<file path="src/rtl/seq_mult_hs_if.sv">
// Handshake bundle for seq_mult_hs: operand/mode request side and product response side.
interface seq_mult_hs_if #(
  parameter int WIDTH = 8
);
  logic               in_valid;
  logic               in_ready;
  logic [WIDTH-1:0]   a;
  logic [WIDTH-1:0]   b;
  logic               signed_mode;
  logic               out_valid;
  logic               out_ready;
  logic [2*WIDTH-1:0] p;
  logic               busy;

  modport master (
    output in_valid, a, b, signed_mode, out_ready,
    input  in_ready, out_valid, p, busy
  );

  modport slave (
    input  in_valid, a, b, signed_mode, out_ready,
    output in_ready, out_valid, p, busy
  );
endinterface

</file>
<file path="src/rtl/seq_mult_hs.sv">
// Sequential shift-add multiplier, one partial product per clock, valid/ready on both sides.
// Optional SEQ_MULT_EARLY_EXIT_EN: finish as soon as the remaining multiplier bits are zero.
module seq_mult_hs #(
  parameter int WIDTH = 8
) (
  input  logic         clk,
  input  logic         rst_n,
  seq_mult_hs_if.slave bus
);

  localparam int PW = 2 * WIDTH;
  localparam int CW = $clog2(WIDTH + 1);

  typedef enum logic [1:0] {IDLE, BUSY, DONE} state_t;

  state_t            state, state_nx;
  logic              up;
  logic [PW-1:0]     mcand;
  logic [PW-1:0]     acc;
  logic [PW-1:0]     acc_nx;
  logic [PW-1:0]     p_q;
  logic [WIDTH-1:0]  mplier;
  logic [WIDTH-1:0]  mplier_nx;
  logic [CW-1:0]     cnt;
  logic              neg;
  logic              accept;
  logic              last;
  logic              in_ready_c;

  // Magnitude fits WIDTH unsigned bits even for the most-negative input.
  function automatic logic [WIDTH-1:0] magnitude(input logic [WIDTH-1:0] v, input logic sm);
    logic signed [WIDTH-1:0] sv;
    sv = signed'(v);
    if (sm && (sv < 0)) return unsigned'(-sv);
    return v;
  endfunction

  function automatic logic [PW-1:0] cond_negate(input logic [PW-1:0] v, input logic n);
    return n ? -v : v;
  endfunction

  always_ff @(posedge clk or negedge rst_n) begin
    if (!rst_n) state <= IDLE;
    else        state <= state_nx;
  end

  always_comb begin
    state_nx   = state;
    in_ready_c = 1'b0;
    accept     = 1'b0;
    last       = 1'b0;
    acc_nx     = acc + (mplier[0] ? mcand : '0);
    mplier_nx  = mplier >> 1;
    case (state)
      IDLE: begin
        in_ready_c = up;
        if (bus.in_valid && up) begin
          accept   = 1'b1;
          state_nx = BUSY;
        end
      end
      BUSY: begin
`ifdef SEQ_MULT_EARLY_EXIT_EN
        last = (cnt == CW'(1)) || (mplier_nx == '0);
`else
        last = (cnt == CW'(1));
`endif
        if (last) state_nx = DONE;
      end
      DONE: begin
        if (bus.out_ready) state_nx = IDLE;
      end
      default: state_nx = IDLE;
    endcase
  end

  assign bus.in_ready  = in_ready_c;
  assign bus.out_valid = (state == DONE);
  assign bus.busy      = (state != IDLE);
  assign bus.p         = p_q;

  // up holds in_ready low until the first edge after reset release.
  always_ff @(posedge clk or negedge rst_n) begin
    if (!rst_n) begin
      up     <= 1'b0;
      mcand  <= '0;
      mplier <= '0;
      acc    <= '0;
      cnt    <= '0;
      neg    <= 1'b0;
      p_q    <= '0;
    end else begin
      up <= 1'b1;
      if (accept) begin
        mcand  <= PW'(magnitude(bus.a, bus.signed_mode));
        mplier <= magnitude(bus.b, bus.signed_mode);
        neg    <= bus.signed_mode & (bus.a[WIDTH-1] ^ bus.b[WIDTH-1]);
        acc    <= '0;
        cnt    <= CW'(WIDTH);
      end else if (state == BUSY) begin
        acc    <= acc_nx;
        mplier <= mplier_nx;
        mcand  <= mcand << 1;
        cnt    <= cnt - CW'(1);
        if (last) p_q <= cond_negate(acc_nx, neg);
      end
    end
  end

endmodule

</file>
<file path="src/flat_wrapper.sv">
// flat-port wrapper written by rule: the top's interface ports become plain ports
module seq_mult_hs_flat 
#(
  parameter int WIDTH = 8
)
  (clk, rst_n, bus_in_valid, bus_a, bus_b, bus_signed_mode, bus_out_ready, bus_in_ready, bus_out_valid, bus_p, bus_busy);
  seq_mult_hs_if #(.WIDTH(WIDTH)) bus_i ();
  input  logic clk;
  input  logic rst_n;
  input wire logic [$bits(bus_i.in_valid)-1:0] bus_in_valid;
  input wire logic [$bits(bus_i.a)-1:0] bus_a;
  input wire logic [$bits(bus_i.b)-1:0] bus_b;
  input wire logic [$bits(bus_i.signed_mode)-1:0] bus_signed_mode;
  input wire logic [$bits(bus_i.out_ready)-1:0] bus_out_ready;
  output wire logic [$bits(bus_i.in_ready)-1:0] bus_in_ready;
  output wire logic [$bits(bus_i.out_valid)-1:0] bus_out_valid;
  output wire logic [$bits(bus_i.p)-1:0] bus_p;
  output wire logic [$bits(bus_i.busy)-1:0] bus_busy;
  assign bus_i.in_valid = bus_in_valid;
  assign bus_i.a = bus_a;
  assign bus_i.b = bus_b;
  assign bus_i.signed_mode = bus_signed_mode;
  assign bus_i.out_ready = bus_out_ready;
  assign bus_in_ready = bus_i.in_ready;
  assign bus_out_valid = bus_i.out_valid;
  assign bus_p = bus_i.p;
  assign bus_busy = bus_i.busy;
  seq_mult_hs #(.WIDTH(WIDTH)) u_core (.clk(clk), .rst_n(rst_n), .bus(bus_i));
endmodule
</file>
<file path="config.mk">
export PLATFORM = sky130hd
export DESIGN_NAME = seq_mult_hs_flat
export DESIGN_NICKNAME = d
export VERILOG_FILES = /design/src/rtl/seq_mult_hs_if.sv /design/src/rtl/seq_mult_hs.sv /design/src/flat_wrapper.sv
export SDC_FILE = /design/constraint.sdc
export NUM_CORES = 1
export LEC_CHECK = 0
export ABC_AREA = 1
export ABC_CLOCK_PERIOD_IN_PS = 4900
export CAP_MARGIN = 20
export CORE_MARGIN = 1
export CORE_UTILIZATION = 40
export DETAILED_ROUTE_END_ITERATION = 8
export PLACE_DENSITY_LB_ADDON = 0.12
export SLEW_MARGIN = 20
export SYNTH_ARGS = -nofsm -noshare
export SYNTH_HDL_FRONTEND = slang
export SYNTH_SLANG_ARGS = --single-unit
</file>
<file path="constraint.sdc">
create_clock -name clk -period 4.9 [get_ports clk]
set_clock_uncertainty 0.2 [all_clocks]
set_input_delay 0.98 -clock clk [delete_from_list [all_inputs] [get_ports clk]]
set_output_delay 0.98 -clock clk [all_outputs]
set_load 0.005 [all_outputs]
</file>
# ---- Yosys cells after proc, flatten, opt, wreduce, memory -nomap -nowiden
# Index checks and enable logic that the tools add are counted.
dict set report op_classes {
  n_addsub 5
  multipliers 0
  n_div 0
  order_cmp 2
  n_eq_ne 6
  shifts 0
  n_mux 26
  bitwise 3
  n_reduce_logical 8
}
# op n
set ops {}
lappend ops {{two-way mux 16 bit} 6}
lappend ops {{two-way mux 8 bit} 6}
lappend ops {{adder 16 bit} 1}
lappend ops {{< comparator 8 x 1 -> 1 bit, second input constant} 2}
lappend ops {{negator 16 bit} 1}
lappend ops {{negator 8 bit} 2}
lappend ops {{two-way mux 1 bit} 8}
lappend ops {{two-way mux 4 bit} 2}
lappend ops {{two-way mux 2 bit} 3}
lappend ops {{case mux 2 bit (3 select lines)} 1}
lappend ops {{AND reduction 3 bit} 2}
lappend ops {{equality test 4 x 1 -> 1 bit, second input constant} 1}
lappend ops {{inequality test 2 x 1 -> 1 bit, second input constant} 2}
lappend ops {{nonzero test 2 bit} 2}
lappend ops {{subtractor 4 x 1 -> 4 bit, second input constant} 1}
lappend ops {{logical AND 1 bit} 3}
lappend ops {{equality test 2 x 1 -> 1 bit, second input constant} 1}
lappend ops {{equality test 2 bit, second input constant} 1}
lappend ops {{logical NOT 2 bit} 1}
lappend ops {{inequality test 2 bit, second input constant} 1}
lappend ops {{AND 1 bit} 1}
lappend ops {{inverter 1 bit} 1}
lappend ops {{XOR 1 bit} 1}
dict set report word_totals {
  ff_bits 64
  latch_bits 0
  ram_bits 0
  romBits 0
  in_bits 21
  output_inout_bits 19
  word_cells 58
  mem_count 0
}

# ---- Logic depth before layout (Yosys ltp)
# Gate-level depths: netlist of the first run.
dict set report logic_depth {
  word_depth 6
  mapped_depth 21
  ltp_nobuf 19
}

# ---- Worst setup path after synthesis of the first run
# Ideal clock, no wire load.
dict set report synth_timing {
  path_kind {flip-flop to flip-flop}
  startpoint {register u_core.mplier[0]}
  endpoint {register u_core.p_q[15] (netlist: u_core.bus.p[15])}
  setup_ps 117
  arrival_ps 2321
  required_time_ps 4583
  slack_ps 2262
  path_stages_with_launch 18
  n_path_buf 1
  synth_period_minus_slack_ps 2638
  path_cell_list {dfrtp_1 > clkbuf_1 > nand2_1 > inv_1 > ha_1 > fa_1 > or2_1 > and2_4 > nor2_4 > nand2_2 > nor2_4 > nand3_2 > nor2_4 > nand2_2 > nand2_2 > nand3_1 > nand3_1 > nand2_1}
}
dict set report synth_via {
  elab_chain_len 4
}
# item line
set synth_lines {}
lappend synth_lines {{start, declared} seq_mult_hs.sv:22} ;# logic [WIDTH-1:0] mplier;
lappend synth_lines {{start signal, assigned} seq_mult_hs.sv:96} ;# mplier <= magnitude(bus.b, bus.signed_mode);
lappend synth_lines {{start signal, assigned} seq_mult_hs.sv:102} ;# mplier <= mplier_nx;
lappend synth_lines {{two-way mux 16 bit *} seq_mult_hs.sv:52} ;# acc_nx = acc + (mplier[0] ? mcand : '0);
lappend synth_lines {{adder 16 bit *} seq_mult_hs.sv:52}
lappend synth_lines {{negator 16 bit} seq_mult_hs.sv:39} ;# return n ? -v : v;
lappend synth_lines {{two-way mux 16 bit *} seq_mult_hs.sv:39}
lappend synth_lines {{end signal, assigned} seq_mult_hs.sv:105} ;# if (last) p_q <= cond_negate(acc_nx, neg);
lappend synth_lines {{end, declared} seq_mult_hs.sv:21} ;# logic [PW-1:0] p_q;
# Every way passes the cells marked *; elsewhere a longest branch is shown, timed or not.
# A chain may end at the register's enable or synchronous reset.

# ---- Worst setup path after layout of the first run
dict set report layout_timing {
  startpoint {register u_core.mplier[0]}
  endpoint {register u_core.p_q[14] (netlist: u_core.bus.p[14])}
}
# The elaborated chain is that of the path after synthesis.

==> impl_metrics.py, run 1 <==
metrics = {
    "status": {
        "status": "complete, no violations",
    },
    "setup_path": {
        "crit_top_cell": "nand2_1",
        "end_kind": "register",
        "arrival_ps": 3150,
        "crit_required_ps": 4950,
        "cp_num_buf_inv": 3,
        "crit_path_max_incr_delay_ps": 660,
        "cp_max_fo": 17,
        "cpLargestDelayFamily": "simple AND/OR/NAND/NOR gates",
        "r2r_setup_slack_ps": 1790,
        "critPathKind": "register to register",
        "crit_path_cell_trace": "nand2_1 > inv_1 > ha_1 > fa_1 > inv_1 > ha_1 > inv_1 > nor2_1 > nand3_1 > nor2_1 > nand2_1 > nor2_1 > nand3_1 > nand2_1 > nand2_1 > nand3_1 > nand2_1",
        "slowest_stage": "dfrtp_1",
        "start_kind": "register",
    },
    "cts": {
        "cts_buffers": 9,
        "cts_tree": "built",
        "h-tree-depth": 3,
        "root_buffer": "clkbuf_8",
        "cts.sinks": 64,
        "clk_latency_ps": 360,
        "ctsResizeCount": 0,
        "post-cts-setup-buffer-count": 0,
        "path_clk_slew_ps": 70,
        "holdBufCountCts": 0,
        "cts_max_path_buffers": 2,
    },
    "final_layout": {
        "final_core_util_pct": 48.7,
        "nFillCells": 1081,
        "instances_no_fill": 812,
        "diodes": 0,
        "layout-drive-gt1-share_pct": 8.28,
        "finalInstanceArea_mm2": 0.00512,
        "nNetsFinal": 713,
        "area_delta_synth_final_pct": 16.2,
    },
    "power": {
        "power_frac_clock_pct": 16.0,
        "switchingPower_w": 0.00151,
        "p_int_w": 0.00170,
        "power_w": 0.00321,
        "powerDensity_mw_per_mm2": 626,
        "comb_power_share_pct": 55.6,
        "seqPwrFrac_pct": 28.4,
        "ir_drop_v": 0.000300,
        "total_leakage_power_nw": 2.68,
        "p_sw_share_pct": 47.1,
    },
    "global_routing": {
        "grt_pass1_vias": 4040,
        "grt_pass1_wl_mm": 18.6,
        "grt_overflow_total": 0,
        "grt_max_degree": 41,
        "antenna_found_initial": 0,
        "grt_usage_pct": 20.8,
    },
    "timing": {
        "slew_headroom_pct": 36.6,
        "setup_tns_ps": 0,
        "setup_viol": 0,
        "fin_crit_ps": 3110,
        "drv_slew": 0,
        "tightest_slew_ps": 951,
        "hold_viol_final": 0,
        "rsz0062_at_grt": "no",
        "post-route-period-util_pct": 63.4,
        "fmax_mhz": 322,
    },
    "logic_synthesis": {
        "postSynthAreaPerCell_um2": 6.93,
        "synth.distinct_cells": 37,
        "syn-num-nets": 678,
        "syn_area_mm2": 0.00441,
        "synth-seq-cells": 64,
        "yosysWarnings": 0,
        "ys_seq_area_share_pct": 36.3,
        "synthCells": 636,
    },
    "routing": {
        "wl_per_cell_um": 13.1,
        "drt-vias-per-instance": 4.95,
        "route.detailed.drc": 0,
        "wirelength_mm": 10.7,
        "drt_iter0_markers": 161,
        "vias": 4022,
        "first_pass_iters": 4,
        "ant_nets": 0,
    },
    "floorplan": {
        "core-area_mm2": 0.0105,
        "dieArea_mm2": 0.0114,
        "initial_core_util_pct": 42.0,
        "pin_count": 40,
        "die_width_um": 107,
        "rows": 37,
        "die_h_um": 107,
    },
    "placement": {
        "io_buffers": 39,
        "placed_cells": 796,
        "placedInstanceArea_mm2": 0.00490,
        "place_hpwl_mm": 8.13,
        "globalplace.congestion": 0.840,
    },
    "flow_run": {
        "max_cap_violations": 0,
    },
    "min_path": {
        "hold_class": "register to register",
    },
}
## cells in the mapped netlist
cell	count	area (um2)
nand3_2	7	70.1
fa_1	1	20.0
nand2_4	2	22.5
o21ai_0	59	295
a31oi_1	3	18.8
nor2_2	4	25.0
o211ai_1	4	30.0
nand2_1	182	683
a211oi_1	1	7.51
a21oi_1	17	85.1
o221ai_1	3	26.3
buf_2	5	25.0
inv_2	4	15.0
xnor2_1	3	26.3
clkbuf_1	11	41.3
and2_1	1	6.26
dfrtp_1	64	1600
a21o_1	1	7.51
ha_1	20	250
and2_4	1	8.76
nand3b_1	3	22.5
nor4_1	1	6.26
buf_6	1	11.3
o22ai_1	10	62.6
nor2_1	35	131
a22o_1	1	8.76
nand2_2	15	93.8
o31ai_1	3	22.5
or2_1	1	6.26
nand4_1	5	31.3
nand3_1	36	180
nor2_4	3	33.8
conb_1	1	3.75
o21ai_1	4	20.0
inv_1	110	413
nor3_1	7	35.0
xor2_1	7	61.3
## worst paths after layout
path	start	endpoint	depth (start not counted)
min	u_core.bus.p[15]	u_core.bus.p[15]	2
max in group asynchronous	rst_n	u_core.mplier[6]	2
max reg2reg	u_core.mplier[0]	u_core.bus.p[14]	17
min reg2reg	u_core.bus.p[15]	u_core.bus.p[15]	2
min in group asynchronous	rst_n	u_core.acc[13]	1
max	u_core.mplier[0]	u_core.bus.p[14]	17
## metal layers
layer	vias up	share of wire (%)	wire, um	track usage [%]
met2	58	48	5090	35.9
met4	0	3.1	331	9.88
met3	23	2.6	274	3.59
met1	1851	47	4970	25.0
li1	2090	-	-	-
met5	-	0	0	0
## placed cells by master (no fill, tap or decap), types with 7 or more instances in the layout
| master | netlist | routed |
|---|---|---|
| a21oi_1 | 17 | 17 |
| clkbuf_8 | 0 | 9 |
| clkdlybuf4s50_1 | 0 | 38 |
| dfrtp_1 | 64 | 64 |
| ha_1 | 20 | 20 |
| inv_1 | 110 | 109 |
| nand2_1 | 182 | 182 |
| nand2_2 | 15 | 15 |
| nand3_1 | 36 | 36 |
| nand3_2 | 7 | 7 |
| nor2_1 | 35 | 35 |
| nor3_1 | 7 | 7 |
| o21ai_0 | 59 | 59 |
| o22ai_1 | 10 | 10 |
| xor2_1 | 7 | 7 |
## layout make-up
cell class | instances | area [um2] | share of cell area (%)
clock buffer | 9 | 124 | 2.42
clock inverter | 7 | 96.3 | 1.88
inverter | 114 | 428 | 8.35
multi-input combinational | 441 | 2300 | 44.9
sequential | 64 | 1600 | 31.3
tap | 136 | 170 | 3.32
timing repair buffer | 41 | 400 | 7.82
## sequential cells by signal, summed over array words and instances (netlist names)
name and count:
u_core.acc 16, u_core.bus.p 16, u_core.cnt 4, u_core.mcand 16
u_core.mplier 8, u_core.neg 1, u_core.state 2, u_core.up 1
## stage by stage
step,hold WS (ps),worst slack (ps)
3_5_place_dp,272,1460
2_1_floorplan,253,2260
5_1_grt,323,1370
6_report,287,1790
4_1_cts,290,1780
3_3_place_gp,266,1510
## power by group through the flow
| stage | sequential (W) | clock, W | combinational, W |
|---|---|---|---|
| CTS | 0.000914 | 0.000524 | 0.00180 |
| global route | 0.000948 | 0.000546 | 0.00204 |
| detailed placement | 0.000921 | 0 | 0.00179 |
| floorplan | 0.000869 | 0 | 0.00132 |
| global placement | 0.000916 | 0 | 0.00176 |
| finish | 0.000912 | 0.000513 | 0.00178 |
## worst reg2reg max path, delay by kind of cell (launching register included)
kind | cells | cell delay [ps]
adders and majority gates | 3 | 880
buffers and inverters | 3 | 240
DFF | 1 | 660
and+or+nand+nor | 11 | 1010
## cells by family after synthesis
group | count (synthesis) | share of synthesized area (%)
and+or+nand+nor | 303 | 30.8
DFF | 64 | 36.3
AOI/OAI and AO/OA | 106 | 13.3
adders and majority gates | 21 | 6.13
buffers and inverters | 131 | 11.5
other | 1 | 0.0850
xor gates and xnor gates | 10 | 1.99
No activity file was read; power rests on OpenSTA's default activity.
==> run 2: changes to the inputs <==
--- a/config.mk
+++ b/config.mk
@@ -6,7 +6,7 @@
 export NUM_CORES = 1
 export LEC_CHECK = 0
 export ABC_AREA = 1
-export ABC_CLOCK_PERIOD_IN_PS = 4900
+export ABC_CLOCK_PERIOD_IN_PS = 2800
 export CAP_MARGIN = 20
 export CORE_MARGIN = 1
 export CORE_UTILIZATION = 40
==> constraint.sdc (replaced) <==
create_clock -name clk -period 2.8 [get_ports clk]
set_clock_uncertainty 0.2 [all_clocks]
set_input_delay 0.56 -clock clk [delete_from_list [all_inputs] [get_ports clk]]
set_output_delay 0.56 -clock clk [all_outputs]
set_load 0.005 [all_outputs]
==> run 2 against run 1 <==
Count of clock-buffer cells in the layout increased by 1. Sequential share of layout area is 1.1 points lower. Highest routed layer unchanged. Via count increased by 0.75%. Largest cell class unchanged. Sequential power grew 75%. Non-clock buffer count increased by 8. Flip-flop and latch count did not move. Total power grew 79%.
==> impl_metrics.py, run 2 (synthesized netlist as in run 1, its figures left out) <==
metrics = {
    "global_routing": {
        "grt_max_degree": 40,
        "grt_pass1_wl_mm": 18.2,
        "grt.met3_usage_pct": 3.53,
        "met2_usage_pct": 35.0,
        "grt_usage_pct": 20.3,
        "grt_pass1_vias": 3992,
        "grtUsageMet1_pct": 25.0,
        "antenna_found_initial": 0,
        "top_usage_layer": "met2",
        "grt_overflow_total": 0,
    },
    "power": {
        "total_leakage_power_nw": 2.69,
        "powerDensity_mw_per_mm2": 1080,
        "ir_drop_v": 0.000558,
    },
    "cts": {
        "cts_buffers": 9,
        "root_buffer": "clkbuf_8",
        "clk_latency_ps": 360,
        "path_clk_slew_ps": 70,
        "cts_max_path_buffers": 2,
        "holdBufCountCts": 0,
        "h-tree-depth": 3,
        "cts_tree": "built",
        "cts.sinks": 64,
    },
    "floorplan": {
        "initial_core_util_pct": 42.0,
        "dieArea_mm2": 0.0114,
        "pin_count": 40,
        "die_width_um": 107,
        "rows": 37,
        "die_h_um": 107,
        "core-area_mm2": 0.0105,
    },
    "final_layout": {
        "final_core_util_pct": 50.6,
        "final_common_cell": "nand2_1",
        "nNetsFinal": 721,
        "nFillCells": 1044,
        "diodes": 0,
        "finalInstanceArea_mm2": 0.00532,
        "layout-drive-gt1-share_pct": 13.9,
        "final_cell_mix": "nand2_1, inv_1, dfrtp_1, o21ai_0, clkdlybuf4s50_1",
        "area_delta_synth_final_pct": 20.6,
    },
    "timing": {
        "slew_headroom_pct": 50.3,
        "setup_viol": 0,
        "rsz0062_at_grt": "yes",
        "post-route-period-util_pct": 93.9,
        "drv_slew": 0,
        "fmax_mhz": 380,
        "fin_crit_ps": 2630,
        "tightest_slew_ps": 746,
        "hold_viol_final": 0,
    },
    "setup_path": {
        "cp_max_fo": 4,
        "reg2reg_depth": 17,
        "start_kind": "register",
        "end_kind": "register",
        "critPathKind": "register to register",
        "crit_required_ps": 2900,
        "arrival_ps": 2730,
    },
    "placement": {
        "io_buffers": 39,
        "placedInstanceArea_mm2": 0.00497,
        "globalplace.congestion": 0.879,
        "place_hpwl_mm": 8.05,
    },
    "routing": {
        "route.detailed.drc": 0,
        "drt_iter0_markers": 174,
        "wirelength_mm": 10.7,
        "wl_per_cell_um": 13.0,
        "first_pass_iters": 6,
        "vias": 4052,
        "ant_nets": 0,
        "drt-vias-per-instance": 4.94,
    },
    "flow_run": {
        "max_cap_violations": 0,
    },
    "min_path": {
        "hold_class": "input pin to asynchronous set/reset pin",
    },
    "status": {
        "status": "complete, no violations",
    },
}
## run 2: cell count changes in the layout (fill, tap and decap cells not counted), moves of 4 or more
cell and delta:
a21oi_1 -4, a21oi_2 +4, buf_4 +6, ha_1 -8, ha_4 +6, nand2_1 -5
nor2_1 -9, nor2_2 +8
## run 2: layout make-up
type	instances	area [um2]	area share [%]
inverters	114	428	8.05
clock buffers	10	138	2.59
multi-input cells	441	2470	46.4
well taps	136	170	3.20
clock inverters	6	35.0	0.659
flip-flops and latches	64	1600	30.1
repair buffers	49	477	8.96
## run 2: worst max-delay path, stage by stage, from the launching register on
cell and delay (ps):
dfrtp_1 410, nand2_1 90, inv_2 50, ha_4 160
fa_2 350, or2_1 230, and2_4 150, nor2_4 100
nand2_2 70, nor2_4 90, nand3_2 100, nor2_4 160
nand2_2 80, nand2_2 80, nand2_1 70, nand2_1 80
nand3_2 60, nand2_1 60
## run 2: path summary, 6_finish.rpt
check,end,from,slack [ps]
worst max-delay path,u_core.bus.p[15],u_core.mplier[0],170
worst min-delay path,u_core.mcand[13],rst_n,60
worst max register to register,u_core.bus.p[15],u_core.mplier[0],170
worst min register to register,u_core.bus.p[15],u_core.bus.p[15],280
max in group asynchronous,u_core.cnt[0],rst_n,1690
min in group clk,u_core.bus.p[15],u_core.bus.p[15],280
## run 2: timing repair
item                       in CTS  in global routing
resized for setup               0                 40
setup buffers                   0                  1
setup endpoints to repair       0                  8
## run 2: stage by stage
step                      setup WS [ps]  setup TNS [ps]  total power (W)  cells  hold WS, ps
after floorplan                     162               0          0.00382    636         64.4
after global placement              150               0          0.00476    803          266
after detailed placement            113               0          0.00480    803          265
after CTS                          93.2               0          0.00554    819         87.3
after global routing              -12.9           -29.6          0.00635    820          115
final                               170               0          0.00576    820         63.4
## run 2: routing by layer
layer	wire (um)	vias up
met1	4810	1871
li1	-	2107
met4	189	0
met2	5360	56
met3	322	18
met5	0	-
## run 2: power by group
| group | total, W | internal, W | leakage, nW | switching [W] |
|---|---|---|---|---|
| Sequential | 0.00160 | 0.00133 | 0.815 | 0.000269 |
| Combinational | 0.00344 | 0.00133 | 1.79 | 0.00211 |
| Clock | 0.000720 | 0.000338 | 0.0878 | 0.000381 |
